**config.mk**
```make
export PLATFORM = sky130hd
export DESIGN_NAME = capture_trigger_ctrl_flat
export DESIGN_NICKNAME = d
export VERILOG_FILES = /design/src/rtl/capture_pkg.sv /design/src/rtl/capture_trigger_ctrl_if.sv /design/src/rtl/trigger_detect.sv /design/src/rtl/capture_trigger_ctrl.sv /design/src/flat_wrapper.sv
export SDC_FILE = /design/constraint.sdc
export NUM_CORES = 1
export LEC_CHECK = 0
export ABC_CLOCK_PERIOD_IN_PS = 10300
export BUFFER_PORTS_ARGS = -buffer_cell sky130_fd_sc_hd__clkbuf_2
export CELL_PAD_IN_SITES_DETAIL_PLACEMENT = 1
export CELL_PAD_IN_SITES_GLOBAL_PLACEMENT = 2
export CORE_MARGIN = 2
export CORE_UTILIZATION = 39
export DETAILED_ROUTE_END_ITERATION = 7
export PLACE_DENSITY_LB_ADDON = 0.1
export SYNTH_ARGS = -nofsm -noshare
export SYNTH_HDL_FRONTEND = slang
export SYNTH_SLANG_ARGS = --single-unit
```
**constraint.sdc**
```tcl
create_clock -name clk -period 10.3 [get_ports clk]
set_input_delay 2.06 -clock clk [delete_from_list [all_inputs] [get_ports clk]]
set_output_delay 2.06 -clock clk [all_outputs]
set_load 0.03 [all_outputs]
```
**src/rtl/capture_pkg.sv**
```systemverilog
// Shared types and default widths for the capture/trigger front end.
// Optional feature macro: CAPTURE_DECIMATION_EN (adds an 8-bit decim input).
package capture_pkg;

    localparam int unsigned DATA_WIDTH_DEF = 16;
    localparam int unsigned ADDR_WIDTH_DEF = 14;
    localparam int unsigned DECIM_WIDTH    = 8;

    typedef enum logic [2:0] {
        IDLE      = 3'd0,
        PRETRIG   = 3'd1,
        WAIT_TRIG = 3'd2,
        POSTTRIG  = 3'd3,
        DONE      = 3'd4
    } state_e;

endpackage

```
**src/rtl/capture_trigger_ctrl_if.sv**
```systemverilog
// Bus bundle between the acquisition controller and its surroundings:
// ADC stream, control/config inputs, RAM write port and capture status.
// Optional feature macro: CAPTURE_DECIMATION_EN (adds decim).
interface capture_trigger_ctrl_if
    import capture_pkg::*;
#(
    parameter int unsigned DATA_WIDTH = DATA_WIDTH_DEF,
    parameter int unsigned ADDR_WIDTH = ADDR_WIDTH_DEF
);

    logic [DATA_WIDTH-1:0]  adc_data;
    logic                   adc_valid;
    logic                   arm;
    logic                   force_trig;
    logic [DATA_WIDTH-1:0]  trig_level;
    logic                   trig_falling;
    logic [ADDR_WIDTH-1:0]  pre_trig_len;
`ifdef CAPTURE_DECIMATION_EN
    logic [DECIM_WIDTH-1:0] decim;
`endif
    logic [DATA_WIDTH-1:0]  wdata;
    logic [ADDR_WIDTH-1:0]  waddr;
    logic                   we;
    logic                   busy;
    logic                   done;
    logic [ADDR_WIDTH-1:0]  trig_addr;
    logic [ADDR_WIDTH-1:0]  start_addr;

    // Controller side
    modport slave (
        input  adc_data, adc_valid, arm, force_trig, trig_level, trig_falling, pre_trig_len,
`ifdef CAPTURE_DECIMATION_EN
        input  decim,
`endif
        output wdata, waddr, we, busy, done, trig_addr, start_addr
    );

    // Source / system side
    modport master (
        output adc_data, adc_valid, arm, force_trig, trig_level, trig_falling, pre_trig_len,
`ifdef CAPTURE_DECIMATION_EN
        output decim,
`endif
        input  wdata, waddr, we, busy, done, trig_addr, start_addr
    );

endinterface

```
**src/rtl/trigger_detect.sv**
```systemverilog
// Trigger qualifier: remembers the previous accepted sample, evaluates the
// rising/falling threshold crossing and holds a software trigger pending
// until the next accepted sample.
module trigger_detect #(
    parameter int unsigned DATA_WIDTH = 16
) (
    input  logic                  clk,
    input  logic                  rst,
    input  logic                  enable,
    input  logic                  clear,
    input  logic                  sample_acc,
    input  logic [DATA_WIDTH-1:0] sample,
    input  logic [DATA_WIDTH-1:0] level,
    input  logic                  falling,
    input  logic                  force_trig,
    output logic                  trig_hit
);

    logic [DATA_WIDTH-1:0] prev_q, prev_d;
    logic                  prev_valid_q, prev_valid_d;
    logic                  force_pend_q, force_pend_d;
    logic                  edge_c;

    // Crossing compare, hit decision and next-state of the history registers
    always_comb begin
        prev_d       = prev_q;
        prev_valid_d = prev_valid_q;
        force_pend_d = force_pend_q;

        if (falling) begin
            edge_c = prev_valid_q && (prev_q > level) && (sample <= level);
        end else begin
            edge_c = prev_valid_q && (prev_q < level) && (sample >= level);
        end

        trig_hit = enable && sample_acc && (edge_c || force_trig || force_pend_q);

        if (clear) begin
            prev_valid_d = 1'b0;
            force_pend_d = 1'b0;
        end else begin
            if (sample_acc) begin
                prev_d       = sample;
                prev_valid_d = 1'b1;
            end
            if (!enable || trig_hit) begin
                force_pend_d = 1'b0;
            end else if (force_trig) begin
                force_pend_d = 1'b1;
            end
        end
    end

    // History registers
    always_ff @(posedge clk or posedge rst) begin
        if (rst) begin
            prev_q       <= '0;
            prev_valid_q <= 1'b0;
            force_pend_q <= 1'b0;
        end else begin
            prev_q       <= prev_d;
            prev_valid_q <= prev_valid_d;
            force_pend_q <= force_pend_d;
        end
    end

endmodule

```
**src/rtl/capture_trigger_ctrl.sv**
```systemverilog
// Circular-buffer capture controller: writes accepted ADC samples into the
// sample RAM, arms/triggers/stops, and reports trigger and oldest-sample
// addresses for unrolling the buffer.
// Optional feature macro: CAPTURE_DECIMATION_EN (accept every (decim+1)-th sample).
module capture_trigger_ctrl
    import capture_pkg::*;
#(
    parameter int unsigned DATA_WIDTH = DATA_WIDTH_DEF,
    parameter int unsigned ADDR_WIDTH = ADDR_WIDTH_DEF
) (
    input  logic                  clk,
    input  logic                  rst,
    capture_trigger_ctrl_if.slave bus
);

    localparam int unsigned DEPTH = 2 ** ADDR_WIDTH;
    // Largest usable pre-trigger length; also the last post-count index base
    localparam logic [ADDR_WIDTH-1:0] PRE_MAX = ADDR_WIDTH'(DEPTH - 2);

    state_e                state_q, state_d;
    logic [ADDR_WIDTH-1:0] waddr_q, waddr_d;
    logic [DATA_WIDTH-1:0] wdata_q, wdata_d;
    logic                  we_q, we_d;
    logic                  busy_q, busy_d;
    logic                  done_q, done_d;
    logic [ADDR_WIDTH-1:0] trig_addr_q, trig_addr_d;
    logic [ADDR_WIDTH-1:0] start_addr_q, start_addr_d;
    logic [ADDR_WIDTH-1:0] pre_len_q, pre_len_d;
    logic [ADDR_WIDTH-1:0] cnt_q, cnt_d;

    logic                  arm_ok_c;
    logic                  sample_acc_c;
    logic                  wr_c;
    logic                  trig_hit_c;
    logic [ADDR_WIDTH-1:0] pre_clamp_c;
    logic [ADDR_WIDTH-1:0] wr_ptr_c;
    logic [ADDR_WIDTH-1:0] post_last_c;

    // Arm is honoured only when no capture is running
    assign arm_ok_c    = bus.arm && ((state_q == IDLE) || (state_q == DONE));
    assign pre_clamp_c = (bus.pre_trig_len > PRE_MAX) ? PRE_MAX : bus.pre_trig_len;
    // Address a write accepted this cycle lands on (pointer advances after each we pulse)
    assign wr_ptr_c    = waddr_q + ADDR_WIDTH'(we_q);
    // Post-trigger writes are DEPTH-1-pre; compare against count-1
    assign post_last_c = PRE_MAX - pre_len_q;

`ifdef CAPTURE_DECIMATION_EN
    logic [DECIM_WIDTH-1:0] dcnt_q, dcnt_d;

    assign sample_acc_c = bus.adc_valid && (dcnt_q == '0);

    // Decimation phase counter, restarted on arm so the first valid sample is kept
    always_comb begin
        dcnt_d = dcnt_q;
        if (arm_ok_c) begin
            dcnt_d = '0;
        end else if (bus.adc_valid) begin
            dcnt_d = (dcnt_q >= bus.decim) ? '0 : dcnt_q + DECIM_WIDTH'(1);
        end
    end

    // Decimation phase register
    always_ff @(posedge clk or posedge rst) begin
        if (rst) begin
            dcnt_q <= '0;
        end else begin
            dcnt_q <= dcnt_d;
        end
    end
`else
    assign sample_acc_c = bus.adc_valid;
`endif

    trigger_detect #(
        .DATA_WIDTH (DATA_WIDTH)
    ) u_trigger_detect (
        .clk        (clk),
        .rst        (rst),
        .enable     (state_q == WAIT_TRIG),
        .clear      (arm_ok_c),
        .sample_acc (sample_acc_c),
        .sample     (bus.adc_data),
        .level      (bus.trig_level),
        .falling    (bus.trig_falling),
        .force_trig (bus.force_trig),
        .trig_hit   (trig_hit_c)
    );

    // Capture sequencing, write-port generation and status
    always_comb begin
        state_d      = state_q;
        waddr_d      = wr_ptr_c;
        wdata_d      = wdata_q;
        we_d         = 1'b0;
        busy_d       = busy_q;
        done_d       = done_q;
        trig_addr_d  = trig_addr_q;
        start_addr_d = start_addr_q;
        pre_len_d    = pre_len_q;
        cnt_d        = cnt_q;
        wr_c         = 1'b0;

        case (state_q)
            IDLE, DONE: begin
                if (state_q == DONE) begin
                    busy_d = 1'b0;
                    done_d = 1'b1;
                end
                if (arm_ok_c) begin
                    pre_len_d = pre_clamp_c;
                    cnt_d     = '0;
                    waddr_d   = '0;
                    busy_d    = 1'b1;
                    done_d    = 1'b0;
                    state_d   = (pre_clamp_c == '0) ? WAIT_TRIG : PRETRIG;
                end
            end
            PRETRIG: begin
                if (sample_acc_c) begin
                    wr_c = 1'b1;
                    if (cnt_q == pre_len_q - ADDR_WIDTH'(1)) begin
                        cnt_d   = '0;
                        state_d = WAIT_TRIG;
                    end else begin
                        cnt_d = cnt_q + ADDR_WIDTH'(1);
                    end
                end
            end
            WAIT_TRIG: begin
                if (sample_acc_c) begin
                    wr_c = 1'b1;
                    if (trig_hit_c) begin
                        trig_addr_d  = wr_ptr_c;
                        start_addr_d = wr_ptr_c - pre_len_q;
                        cnt_d        = '0;
                        state_d      = POSTTRIG;
                    end
                end
            end
            POSTTRIG: begin
                if (sample_acc_c) begin
                    wr_c = 1'b1;
                    if (cnt_q == post_last_c) begin
                        cnt_d   = '0;
                        state_d = DONE;
                    end else begin
                        cnt_d = cnt_q + ADDR_WIDTH'(1);
                    end
                end
            end
            default: begin
                state_d = IDLE;
            end
        endcase

        if (wr_c) begin
            we_d    = 1'b1;
            wdata_d = bus.adc_data;
        end
    end

    // State and output registers
    always_ff @(posedge clk or posedge rst) begin
        if (rst) begin
            state_q      <= IDLE;
            waddr_q      <= '0;
            wdata_q      <= '0;
            we_q         <= 1'b0;
            busy_q       <= 1'b0;
            done_q       <= 1'b0;
            trig_addr_q  <= '0;
            start_addr_q <= '0;
            pre_len_q    <= '0;
            cnt_q        <= '0;
        end else begin
            state_q      <= state_d;
            waddr_q      <= waddr_d;
            wdata_q      <= wdata_d;
            we_q         <= we_d;
            busy_q       <= busy_d;
            done_q       <= done_d;
            trig_addr_q  <= trig_addr_d;
            start_addr_q <= start_addr_d;
            pre_len_q    <= pre_len_d;
            cnt_q        <= cnt_d;
        end
    end

    assign bus.wdata      = wdata_q;
    assign bus.waddr      = waddr_q;
    assign bus.we         = we_q;
    assign bus.busy       = busy_q;
    assign bus.done       = done_q;
    assign bus.trig_addr  = trig_addr_q;
    assign bus.start_addr = start_addr_q;

endmodule

```
**src/flat_wrapper.sv**
```systemverilog
// flat-port wrapper written by rule: the top's interface ports become plain ports
module capture_trigger_ctrl_flat import capture_pkg::*;
#(
    parameter int unsigned DATA_WIDTH = DATA_WIDTH_DEF,
    parameter int unsigned ADDR_WIDTH = ADDR_WIDTH_DEF
)
  (clk, rst, bus_adc_data, bus_adc_valid, bus_arm, bus_force_trig, bus_trig_level, bus_trig_falling, bus_pre_trig_len, bus_wdata, bus_waddr, bus_we, bus_busy, bus_done, bus_trig_addr, bus_start_addr);
  capture_trigger_ctrl_if #(.DATA_WIDTH(DATA_WIDTH), .ADDR_WIDTH(ADDR_WIDTH)) bus_i ();
  input  logic clk;
  input  logic rst;
  input wire logic [$bits(bus_i.adc_data)-1:0] bus_adc_data;
  input wire logic [$bits(bus_i.adc_valid)-1:0] bus_adc_valid;
  input wire logic [$bits(bus_i.arm)-1:0] bus_arm;
  input wire logic [$bits(bus_i.force_trig)-1:0] bus_force_trig;
  input wire logic [$bits(bus_i.trig_level)-1:0] bus_trig_level;
  input wire logic [$bits(bus_i.trig_falling)-1:0] bus_trig_falling;
  input wire logic [$bits(bus_i.pre_trig_len)-1:0] bus_pre_trig_len;
  output wire logic [$bits(bus_i.wdata)-1:0] bus_wdata;
  output wire logic [$bits(bus_i.waddr)-1:0] bus_waddr;
  output wire logic [$bits(bus_i.we)-1:0] bus_we;
  output wire logic [$bits(bus_i.busy)-1:0] bus_busy;
  output wire logic [$bits(bus_i.done)-1:0] bus_done;
  output wire logic [$bits(bus_i.trig_addr)-1:0] bus_trig_addr;
  output wire logic [$bits(bus_i.start_addr)-1:0] bus_start_addr;
  assign bus_i.adc_data = bus_adc_data;
  assign bus_i.adc_valid = bus_adc_valid;
  assign bus_i.arm = bus_arm;
  assign bus_i.force_trig = bus_force_trig;
  assign bus_i.trig_level = bus_trig_level;
  assign bus_i.trig_falling = bus_trig_falling;
  assign bus_i.pre_trig_len = bus_pre_trig_len;
  assign bus_wdata = bus_i.wdata;
  assign bus_waddr = bus_i.waddr;
  assign bus_we = bus_i.we;
  assign bus_busy = bus_i.busy;
  assign bus_done = bus_i.done;
  assign bus_trig_addr = bus_i.trig_addr;
  assign bus_start_addr = bus_i.start_addr;
  capture_trigger_ctrl #(.DATA_WIDTH(DATA_WIDTH), .ADDR_WIDTH(ADDR_WIDTH)) u_core (.clk(clk), .rst(rst), .bus(bus_i));
endmodule
```
* Word-level counts from Yosys, hierarchy flattened
Cells that the tools add are included.
** Word-level totals
- Flip-flop bits (word level) :: 110
- Input bits :: 52
- Word-level logic and storage cells :: 96
** Operators by class
- Add/subtract/negate cells :: 5
- $lt $le $gt $ge :: 5
- Eq/ne operators :: 13
- Mux-type cells :: 33
- Bitwise operators :: 1
- Reduce and logical (&&, ||, !) cells :: 26
** Operators by type and width (number)
- $mux 14 :: 10
- $pmux 14 s4 :: 1
- $eq 14x14->1 :: 2
- $mux 3 :: 7
- $ge 16x16->1 :: 1
- $gt 16x16->1 :: 1
- $le 16x16->1 :: 1
- $lt 16x16->1 :: 1
- $add 14x1->14 :: 1
- $add 14x1->14 const B :: 1
- $gt 14x14->1 const B :: 1
- $logic_not 14->1 :: 1
- $sub 14x1->14 const B :: 1
- $sub 14x14->14 :: 1
- $sub 14x14->14 const A :: 1
- $mux 1 :: 13
- $pmux 3 s4 :: 1
- $ne 2x1->1 const B :: 4
- $logic_and 1x1->1 :: 7
- $reduce_and 7->1 :: 1
- $eq 3x2->1 const B :: 2
- $ne 2x2->1 const B :: 3
- $reduce_and 2->1 :: 3
- $reduce_and 6->1 :: 1
- 13 further kinds :: 17

* Logic depth before layout (Yosys ltp)
Gate-level depths: netlist (run 1).
- Word-level depth :: 10
- Depth in mapped cells :: 13

* By module
A second synthesis (run 1) with hierarchy kept.
** Second synthesis, totals
- Cells, all modules :: 719
- Area, all modules :: 6772.7 µm²
** By module, submodules not included
- capture_trigger_ctrl :: instances 1, cells each 570, area each 5302.6 µm², seq. area each 2302.2 µm²
- trigger_detect :: instances 1, cells each 149, area each 1470.2 µm², seq. area each 450.4 µm²

* Worst setup path after synthesis (run 1)
OpenSTA, ideal clock, no wires.
- Path kind :: in2reg
- Start point :: input port bus_trig_level[5]
- End point :: register u_core.start_addr_q[1], in the netlist u_core.bus.start_addr[1]
- Setup time :: 0.125 ns
- Arrival time :: 4.414 ns
- Path slack :: 5.762 ns
- Stages :: 11
- Cells stage by stage :: inv_1 > ha_1 > or3_1 > a221oi_1 > a2111oi_0 > o311a_1 > o2111ai_1 > a22o_1 > buf_2 > buf_4 > mux2_2
** Between the ends
- Longest elaborated chain between the ends :: 8
** RTL lines
- start, declared :: line flat_wrapper.sv:15 : input wire logic [$bits(bus_i.trig_level)-1:0] bus_trig_level;
- $lt 16x16->1 / $gt 16x16->1 (equally long branches) :: line trigger_detect.sv:33, trigger_detect.sv:31
- $logic_and 1x1->1 (on tied branches) (2 in a row) :: line trigger_detect.sv:33, trigger_detect.sv:31
- $mux 1 * :: line trigger_detect.sv:30 : if (falling) begin
- $logic_or 1x1->1 * (2 in a row) :: line trigger_detect.sv:36 : trig_hit = enable && sample_acc && (edge_c || force_trig || force_pend_q);
- $logic_and 1x1->1 * :: line trigger_detect.sv:36
- $reduce_and 3->1 (no source line) *
- end signal, assigned :: line capture_trigger_ctrl.sv:183 : start_addr_q <= start_addr_d;
- end, declared :: line capture_trigger_ctrl.sv:27 : logic [ADDR_WIDTH-1:0] start_addr_q, start_addr_d;
Mark *: on every way between the ends. The rest lies on a longest branch, timed or not.
A chain may end at the register's enable or synchronous reset.

* Worst setup path after layout (run 1)
- Start point :: input port bus_trig_level[5]
- End point :: register u_core.cnt_q[0]
** Between the ends
- Longest elaborated chain between the ends :: 9
** RTL lines
- $lt 16x16->1 / $gt 16x16->1 (equally long branches) :: line trigger_detect.sv:33, trigger_detect.sv:31
- $logic_and 1x1->1 (on tied branches) (2 in a row) :: line trigger_detect.sv:33, trigger_detect.sv:31
- $mux 1 * :: line trigger_detect.sv:30
- $logic_or 1x1->1 * (2 in a row) :: line trigger_detect.sv:36
- $logic_and 1x1->1 * :: line trigger_detect.sv:36
- $ne 2x1->1 (no source line) *
- $reduce_and 6->1 (no source line) *
- end signal, assigned :: line capture_trigger_ctrl.sv:185 : cnt_q <= cnt_d;
- end, declared :: line capture_trigger_ctrl.sv:29 : logic [ADDR_WIDTH-1:0] cnt_q, cnt_d;
Marked as above.

==> impl_metrics.json, run 1 <==
{
  "grt_pass1_wl_um": 32300,
  "dp_hpwl_um": 15900,
  "grtUsageTotal_pct": 22.6,
  "p_leak_nw": 3.85,
  "cts_root_buf": "clkbuf_16",
  "tightest_slew_ps": 1190,
  "p_per_area_nw_per_um2": 270,
  "cts_sinks": 110,
  "cp-endpoint": "u_core.cnt_q[0]",
  "comb_power_share_pct": 48.5,
  "place_inst": 1008,
  "viasPerCell": 5.53,
  "synth-edff-count": 0,
  "hold_depth": 2,
  "syn_nets": 807,
  "finalCriticalPeriod_ps": 5050,
  "wl_per_cell_um": 19.8,
  "async_flop_share_pct": 100,
  "initial_core_util_pct": 39.9,
  "crit_start": "bus_trig_level[5]",
  "fin_setup_tns_ps": 0,
  "syn2layout_area_growth_pct": 14.5,
  "crit_fanout": 58,
  "worst_setup_path_start_kind": "input port",
  "cts_made_buffers": 9,
  "clk_latency_ps": 360,
  "drc_errors": 0,
  "vias": 5662,
  "routed_wl_um": 20200,
  "antenna_found_initial": 0,
  "yosys.area.top_type_share_pct": 39.9,
  "reg2reg_to": "u_core.cnt_q[0]",
  "fillers": 2030,
  "timing.final.crit_share_pct": 49.0,
  "grt_max_degree": 77,
  "min_from": "u_core.bus.busy",
  "final_nets": 897,
  "num_io_pins": 113,
  "dieWidth_um": 137,
  "fmax_mhz": 198,
  "drive_above_1_share_pct": 23.4,
  "maxCapViolations": 0,
  "htree_levels": 3,
  "reg2reg_setup_slack_ps": 6130,
  "core_um2": 17300,
  "ys_types": 65,
  "final_area_um2": 7910,
  "placedInstanceArea_um2": 7590,
  "fp-row-count": 48,
  "cp_data_required_time_ps": 10550,
  "hold_class": "reg2reg",
  "stdcell_count": 1024,
  "synthCells": 704,
  "switchingPower_mw": 0.989,
  "p_int_mw": 1.14,
  "hold_viol_final": 0,
  "ctsResizeCount": 0,
  "drv_slew": 0,
  "skew_ps": 12.9,
  "rsz0062_at_grt": "false",
  "peakVddDrop_mv": 0.161,
  "synth_area_leaders": "dfrtp_1, ha_1, mux2_2",
  "slew_headroom_pct": 20.4,
  "outcome": "completed",
  "yosysSeqAreaShare_pct": 39.9,
  "gr-total-overflow": 0,
  "place_congestion": 0.842,
  "swShare_pct": 46.4,
  "end_kind": "flop",
  "worstRegToRegCells": 10,
  "cts_tree": "done",
  "worstSetupPathType": "in2reg",
  "grt_pass1_vias": 5952,
  "drtIter0Drc": 169,
  "worstReg2RegStart": "u_core.pre_len_q[1]",
  "path_clk_slew_ps": 80,
  "arrival_ps": 5300,
  "firstDrtPassIters": 4,
  "die_area_um2": 18800,
  "power_frac_clock_pct": 17.5,
  "syn_avg_cell_area_um2": 9.81,
  "post-cts-setup-buffers": 0,
  "die_y_um": 137,
  "netlist_area_um2": 6910,
  "postCtsHoldBufs": 0,
  "n_antenna_cell": 0,
  "yosys-top-cells-count": "dfrtp_1, nand2_1, ha_1",
  "synth.most_common_cell": "dfrtp_1",
  "ant_nets": 0,
  "finalSetupViolCount": 0,
  "yosys_most_used_dff": "dfrtp_1",
  "synth_seq_cells": 110,
  "clk_path_buf_depth": 2,
  "port_buffers": 112,
  "yosys_warnings": 0,
  "synth_largest_area_cell": "dfrtp_1",
  "power_frac_seq_pct": 33.9
}
[metal layers]
layer / track usage (%) / wire, um
met5: 0 / 0
met4: 6.01 / 302
met3: 4.81 / 889
met2: 36.2 / 9460
met1: 31.0 / 9580
[cell usage in the layout, fill, tap and decap left out, types with 14 or more instances in the layout]
| master | count |
|---|---|
| clkbuf_2 | 112 |
| dfrtp_1 | 110 |
| nand2_1 | 56 |
| ha_1 | 50 |
| mux2_2 | 45 |
| inv_1 | 43 |
| o21ai_0 | 34 |
| nor2_1 | 29 |
| nand3_1 | 27 |
| a21oi_1 | 27 |
| xnor2_1 | 24 |
| xor2_1 | 24 |
| and3_1 | 18 |
| and2_1 | 16 |
| nand4_1 | 15 |
| a21o_1 | 14 |
[registers in the layout, indices dropped and copies added, names as in the netlist]
name	flops
u_core.u_trigger_detect.force_pend_q	1
u_core.bus.start_addr	14
u_core.bus.trig_addr	14
u_core.bus.we	1
u_core.state_q	3
u_core.u_trigger_detect.prev_valid_q	1
u_core.pre_len_q	14
u_core.cnt_q	14
u_core.bus.waddr	14
u_core.bus.busy	1
u_core.u_trigger_detect.prev_q	16
u_core.bus.wdata	16
u_core.bus.done	1
[kinds of logic (layout without fill, tap and decap cells)]
family / Yosys count / count (layout) / synth area share (%)
DFF: 110 / 110 / 39.9
and+or+nand+nor: 221 / 221 / 17.3
adders and majority gates: 51 / 51 / 9.35
AOI/OAI and AO/OA: 146 / 146 / 14.6
buffers and inverters: 81 / 176 / 5.16
muxes: 47 / 47 / 7.63
xor gates and xnor gates: 48 / 48 / 6.09
[metrics by stage]
stage	hold WS (ps)	util (%)	worst slack (ps)	power [mW]
after floorplan	450	-	5340	1.46
final	483	45.7	5250	2.13
after CTS	486	45.7	5240	2.16
after detailed placement	467	43.9	4840	1.77
after global routing	521	45.7	4980	2.29
after global placement	463	43.9	4960	1.73
[power groups by stage]
| stage | Sequential [mW] | Clock, mW | Combinational [mW] |
|---|---|---|---|
| 6_report | 0.724 | 0.374 | 1.03 |
| 2_1_floorplan | 0.797 | 0 | 0.661 |
| 3_3_place_gp | 0.724 | 0 | 1.01 |
| 5_1_grt | 0.746 | 0.402 | 1.14 |
| 3_5_place_dp | 0.731 | 0 | 1.04 |
| 4_1_cts | 0.723 | 0.386 | 1.05 |
[cell type report]
class | count | area, um2 | share of cell area [%]
multi-input cells | 513 | 3800 | 48.1
clock buffers | 9 | 225 | 2.85
repair buffers | 116 | 591 | 7.47
flip-flops and latches | 110 | 2750 | 34.8
well taps | 225 | 282 | 3.56
inverters | 44 | 168 | 2.12
clock inverters | 7 | 88.8 | 1.12
[worst min path at each step]
stage	end
floorplan	u_core.u_trigger_detect.prev_q[0]
global placement	u_core.bus.busy
detailed placement	u_core.bus.busy
CTS	u_core.bus.busy
global route	u_core.bus.busy
finish	u_core.bus.busy
[worst max-delay path: stages]
cell	delay, ps
clkbuf_2	80
inv_1	50
ha_1	210
or3_1	370
a221oi_1	200
a2111oi_0	170
o311a_1	340
o2111ai_1	210
a22o_2	960
a21oi_4	270
mux2_2	350
Power figures use the tool's default switching activity.
==> run 2, diff against run 1 <==
--- a/config.mk
+++ b/config.mk
@@ -5,12 +5,13 @@
 export SDC_FILE = /design/constraint.sdc
 export NUM_CORES = 1
 export LEC_CHECK = 0
-export ABC_CLOCK_PERIOD_IN_PS = 10300
+export ABC_AREA = 1
+export ABC_CLOCK_PERIOD_IN_PS = 4800
 export BUFFER_PORTS_ARGS = -buffer_cell sky130_fd_sc_hd__clkbuf_2
 export CELL_PAD_IN_SITES_DETAIL_PLACEMENT = 1
 export CELL_PAD_IN_SITES_GLOBAL_PLACEMENT = 2
 export CORE_MARGIN = 2
-export CORE_UTILIZATION = 39
+export CORE_UTILIZATION = 33
 export DETAILED_ROUTE_END_ITERATION = 7
 export PLACE_DENSITY_LB_ADDON = 0.1
 export SYNTH_ARGS = -nofsm -noshare
==> constraint.sdc (replaced) <==
create_clock -name clk -period 4.8 [get_ports clk]
set_input_delay 0.96 -clock clk [delete_from_list [all_inputs] [get_ports clk]]
set_output_delay 0.96 -clock clk [all_outputs]
set_load 0.03 [all_outputs]
==> run 2 against run 1 <==
Design area grew 7.9%. Die area increased by 25%. Highest routed layer unchanged. Cell count up 38%. Setup slack worse by 3700 ps. Sequential power is 110% higher.
==> impl_metrics.json, run 2 <==
{
  "synth_largest_area_cell": "dfrtp_1",
  "yosys_most_used_dff": "dfrtp_1",
  "p_per_area_nw_per_um2": 573,
  "timing.final.crit_share_pct": 67.6,
  "syn2layout_area_growth_pct": 15.7,
  "maxCapViolations": 0,
  "worstPathCellList": "ha_1 -> ha_1 -> nand3_1 -> nor2_1 -> nand2_1 -> nor3_1 -> nand3_1 -> nor2_1 -> xor2_1 -> inv_1 -> ha_1 -> nand2_1 -> nor2_1 -> nand4_1 -> o21ai_0 -> xnor2_1 -> o21ai_0",
  "drc_errors": 0,
  "slowest_delay_ps": 400,
  "finalSetupViolCount": 0,
  "drtIter0Drc": 173,
  "post-cts-setup-buffers": 0,
  "rsz0062_at_grt": "false",
  "ctsResizeCount": 0,
  "crit_buf_inv": 1,
  "cts_made_buffers": 9,
  "cts_root_buf": "clkbuf_16",
  "peakVddDrop_mv": 0.240,
  "initial_core_util_pct": 33.7,
  "final_common_cell": "nand2_1",
  "postCtsHoldBufs": 0,
  "hold_viol_final": 0,
  "vias": 6778,
  "die_y_um": 153,
  "path_clk_slew_ps": 80,
  "port_buffers": 112,
  "drive_above_1_share_pct": 14.0,
  "syn_avg_cell_area_um2": 7.18,
  "dieWidth_um": 153,
  "placedInstanceArea_um2": 8200,
  "skew_ps": 12.4,
  "gr-total-overflow": 0,
  "final_nets": 1232,
  "grtUsageTotal_pct": 19.6,
  "cp_data_required_time_ps": 5030,
  "worst_setup_path_start_kind": "flop",
  "netlist_area_um2": 7370,
  "async_flop_share_pct": 100,
  "ys_types": 40,
  "yosys.area.top_type_share_pct": 37.3,
  "core_um2": 21900,
  "synth-edff-count": 0,
  "num_io_pins": 113,
  "grt_pass1_wl_um": 36900,
  "fmax_mhz": 308,
  "place_congestion": 0.795,
  "cpLargestDelayFamily": "simple AND/OR/NAND/NOR gates",
  "syn_nets": 1129,
  "wl_per_cell_um": 16.0,
  "grt_pass1_vias": 6983,
  "synthCells": 1026,
  "crit_fanout": 3,
  "grt_max_degree": 57,
  "viasPerCell": 4.80,
  "ant_nets": 0,
  "drv_slew": 0,
  "yosys_warnings": 0,
  "slew_headroom_pct": 36.5,
  "cp_slowest_cell": "dfrtp_1",
  "antenna_found_initial": 0,
  "routed_wl_um": 22500,
  "arrival_ps": 3470,
  "p_leak_nw": 4.60,
  "synth_seq_cells": 110,
  "yosysSeqAreaShare_pct": 37.3,
  "outcome": "completed",
  "synth_area_leaders": "dfrtp_1, nand2_1, ha_1",
  "final_cell_mix": "nand2_1, inv_1, clkbuf_2, dfrtp_1",
  "final_area_um2": 8530,
  "fin_setup_tns_ps": 0,
  "dp_hpwl_um": 18200,
  "worstSetupPathType": "reg2reg",
  "cts_tree": "done",
  "fp-row-count": 54,
  "die_area_um2": 23500,
  "synth.most_common_cell": "nand2_1",
  "finalCriticalPeriod_ps": 3240,
  "tightest_slew_ps": 950,
  "hold_class": "reg2reg",
  "firstDrtPassIters": 4,
  "clk_latency_ps": 360,
  "yosys-top-cells-count": "nand2_1, inv_1, dfrtp_1",
  "end_kind": "flop",
  "cts_sinks": 110,
  "htree_levels": 3,
  "clk_path_buf_depth": 2,
  "n_antenna_cell": 0
}
==> run 2: cells by family (layout without fill, tap and decap cells) <==
group | count (synthesis) | after routing | share of synthesized area [%]
flops | 110 | 110 | 37.3
simple gates | 525 | 525 | 30.8
compound gates | 136 | 136 | 9.66
xor+xnor | 39 | 39 | 4.63
buf+inv | 165 | 272 | 8.79
fa+ha+maj | 51 | 51 | 8.76
==> run 2: final timing paths <==
kind | startpoint | endpoint | slack (ps) | depth (start not counted)
max in group asynchronous | rst | u_core.bus.wdata[11] | 3180 | 3
min in group asynchronous | rst | u_core.bus.waddr[1] | 700 | 2
setup / recovery | u_core.bus.we | u_core.bus.start_addr[13] | 1560 | 17
setup reg to reg | u_core.bus.we | u_core.bus.start_addr[13] | 1560 | 17
hold / removal | u_core.bus.busy | u_core.bus.busy | 490 | 2
hold reg to reg | u_core.bus.busy | u_core.bus.busy | 490 | 2
==> run 2: layout make-up <==
| cell class | instances | area (um2) |
|---|---|---|
| multi-input combinational | 751 | 3970 |
| inverter | 141 | 532 |
| fill | 2809 | 13400 |
| tap | 280 | 350 |
| clock buffer | 9 | 225 |
| sequential | 110 | 2750 |
| timing repair buffer | 116 | 591 |
| clock inverter | 6 | 105 |
==> run 2: worst reg2reg max path: cells and delay by family, from the launching register on <==
family / cells / cell delay [ps]
buffers and inverters: 1 / 80
DFF: 1 / 400
adders and majority gates: 3 / 750
AOI/OAI and AO/OA: 2 / 330
xor gates and xnor gates: 2 / 410
and+or+nand+nor: 9 / 1160
==> run 2: layer usage <==
metal  share of wire, %  routed length, um  track usage, %  vias to the layer above
li1                   -                  -               -                     3492
met1                 48              10900            26.7                     3198
met2                 46              10400            32.1                       77
met3                4.4                985            4.68                       11
met4               0.85                191            3.54                        0
met5                  0                  0               0                        -
==> run 2: report_power, final <==
group | leakage [nW] | internal, mW | switching, mW
Combinational | 3.02 | 0.757 | 1.78
Sequential | 1.41 | 1.23 | 0.275
Clock | 0.161 | 0.466 | 0.377
Total | 4.60 | 2.46 | 2.43
==> run 2: stage by stage <==
step           total power, mW  hold slack [ps]  setup WS (ps)  cells  util, %
6_report                  4.89              488           1560   1413     39.0
5_1_grt                   5.36              517           1200   1413     39.0
3_3_place_gp              4.07              469           1510   1398     37.4
3_5_place_dp              4.10              470           1410   1398     37.4
2_1_floorplan             3.33              453            938   1026        -
4_1_cts                   4.99              495           1500   1413     39.0
==> run 3, diff against run 2 <==
--- a/config.mk
+++ b/config.mk
@@ -5,13 +5,13 @@
 export SDC_FILE = /design/constraint.sdc
 export NUM_CORES = 1
 export LEC_CHECK = 0
-export ABC_AREA = 1
-export ABC_CLOCK_PERIOD_IN_PS = 4800
+export ABC_AREA = 0
+export ABC_CLOCK_PERIOD_IN_PS = 3250
 export BUFFER_PORTS_ARGS = -buffer_cell sky130_fd_sc_hd__clkbuf_2
 export CELL_PAD_IN_SITES_DETAIL_PLACEMENT = 1
 export CELL_PAD_IN_SITES_GLOBAL_PLACEMENT = 2
 export CORE_MARGIN = 2
-export CORE_UTILIZATION = 33
+export CORE_UTILIZATION = 36
 export DETAILED_ROUTE_END_ITERATION = 7
 export PLACE_DENSITY_LB_ADDON = 0.1
 export SYNTH_ARGS = -nofsm -noshare
==> constraint.sdc (replaced) <==
create_clock -name clk -period 3.25 [get_ports clk]
set_input_delay 0.65 -clock clk [delete_from_list [all_inputs] [get_ports clk]]
set_output_delay 0.65 -clock clk [all_outputs]
set_load 0.03 [all_outputs]
==> run 3 against run 2 <==
Core utilization grew 5.9 points. Setup slack lost 1400 ps. Flip-flop and latch count stayed put.
==> impl_metrics.json, run 3 (synthesized netlist as in run 1, its figures left out) <==
{
  "cts_sinks": 110,
  "reg2reg_to": "u_core.state_q[1]",
  "firstDrtPassIters": 4,
  "dpl_worst_slack_ps": -110,
  "hold_viol_final": 0,
  "cts_root_buf": "clkbuf_16",
  "path_clk_slew_ps": 80,
  "fp-row-count": 50,
  "vias": 5837,
  "antenna_found_initial": 0,
  "placedInstanceArea_um2": 8000,
  "syn2layout_area_growth_pct": 22.0,
  "finalCriticalPeriod_ps": 3120,
  "drc_errors": 0,
  "routed_wl_um": 20800,
  "ant_nets": 0,
  "wl_per_cell_um": 19.3,
  "cts_tree": "done",
  "htree_levels": 3,
  "finalSetupViolCount": 0,
  "reg2reg_setup_slack_ps": 130,
  "hold_class": "in2async",
  "timing.final.crit_share_pct": 96.0,
  "layout_setup_ws_ps": 131,
  "core_um2": 18800,
  "arrival_ps": 3370,
  "fillers": 2166,
  "initial_core_util_pct": 36.8,
  "cts_made_buffers": 9,
  "cp_data_required_time_ps": 3500,
  "port_buffers": 112,
  "dieWidth_um": 143,
  "worstRegToRegCells": 12,
  "outcome": "completed",
  "end_kind": "flop",
  "grtUsageTotal_pct": 21.3,
  "p_leak_nw": 4.13,
  "peakVddDrop_mv": 0.490,
  "worstSetupPathType": "reg2reg",
  "drtIter0Drc": 197,
  "die_y_um": 143,
  "final_common_cell": "clkbuf_2",
  "grt_max_degree": 62,
  "final_area_um2": 8420,
  "fmax_mhz": 321,
  "viasPerCell": 5.40,
  "final_cell_mix": "clkbuf_2, dfrtp_1, nand2_1, buf_4, ha_1",
  "skew_ps": 10.1,
  "n_antenna_cell": 0,
  "crit_fanout": 4,
  "tightest_slew_ps": 787,
  "p_per_area_nw_per_um2": 856,
  "num_io_pins": 113,
  "clk_path_buf_depth": 2,
  "slew_headroom_pct": 47.5,
  "rsz0062_at_grt": "false",
  "drv_slew": 0,
  "final_nets": 945,
  "grt_pass1_wl_um": 34000,
  "crit_start": "u_core.pre_len_q[0]",
  "worst_setup_path_start_kind": "flop",
  "maxCapViolations": 0,
  "postCtsHoldBufs": 0,
  "gr-total-overflow": 0,
  "clk_latency_ps": 370,
  "drive_above_1_share_pct": 29.8,
  "place_congestion": 0.875,
  "grt_pass1_vias": 6362,
  "worstReg2RegStart": "u_core.pre_len_q[0]",
  "dp_hpwl_um": 16200,
  "total_power_mw": 7.21,
  "die_area_um2": 20300
}
## run 3: cell type report
class	instances	area, um2	area share (%)
inverter	44	169	2.01
timing repair buffer	164	992	11.8
sequential	110	2750	32.7
multi-input combinational	513	3910	46.4
clock inverter	7	86.3	1.02
clock buffer	9	225	2.67
tap	234	293	3.48
## run 3: per-stage QoR
stage | TNS, ps | instances | utilization (%) | hold WS, ps
after floorplan | 0 | 704 | - | 450
after global placement | -213 | 1065 | 42.6 | 463
after detailed placement | -1280 | 1065 | 42.6 | 468
after CTS | 0 | 1081 | 44.3 | 490
after global routing | 0 | 1081 | 44.9 | 520
final | 0 | 1081 | 44.9 | 464
## run 3: what timing repair did
item                       in CTS  in global routing
setup endpoints to repair       0                 20
buffers inserted                0                  0
gates resized for setup         0                 21
## run 3: worst max path at each step
stage	to	slack, ps	cells after the start
2_1_floorplan	u_core.bus.start_addr[12]	40	11
3_3_place_gp	u_core.cnt_q[0]	-40	12
3_5_place_dp	u_core.cnt_q[0]	-110	12
4_1_cts	u_core.bus.start_addr[12]	9	13
5_1_grt	u_core.state_q[1]	20	12
6_report	u_core.state_q[1]	130	12
## run 3: worst max-delay path, stage by stage, from the launching register on
cell	delay, ps
dfrtp_1	410
buf_4	160
nor4_4	400
buf_4	200
nand2_1	60
xnor2_1	140
a311oi_1	320
a2111oi_1	80
buf_4	160
or4b_4	530
buf_4	160
and3_1	200
o22a_1	160
## run 3: power breakdown
part / leakage, nW / switching (mW) / internal, mW
sequential: 1.38 / 0.443 / 1.78
clock: 0.151 / 0.606 / 0.556
combinational: 2.60 / 2.23 / 1.60
## run 3: per-layer routing
layer  up-vias  global-route usage (%)  routed length [um]
met2        92                    35.7               10000
li1       2811                       -                   -
met1      2917                    28.7                9800
met5         -                       0                   0
met3        17                    3.57                 707
met4         0                    5.47                 285
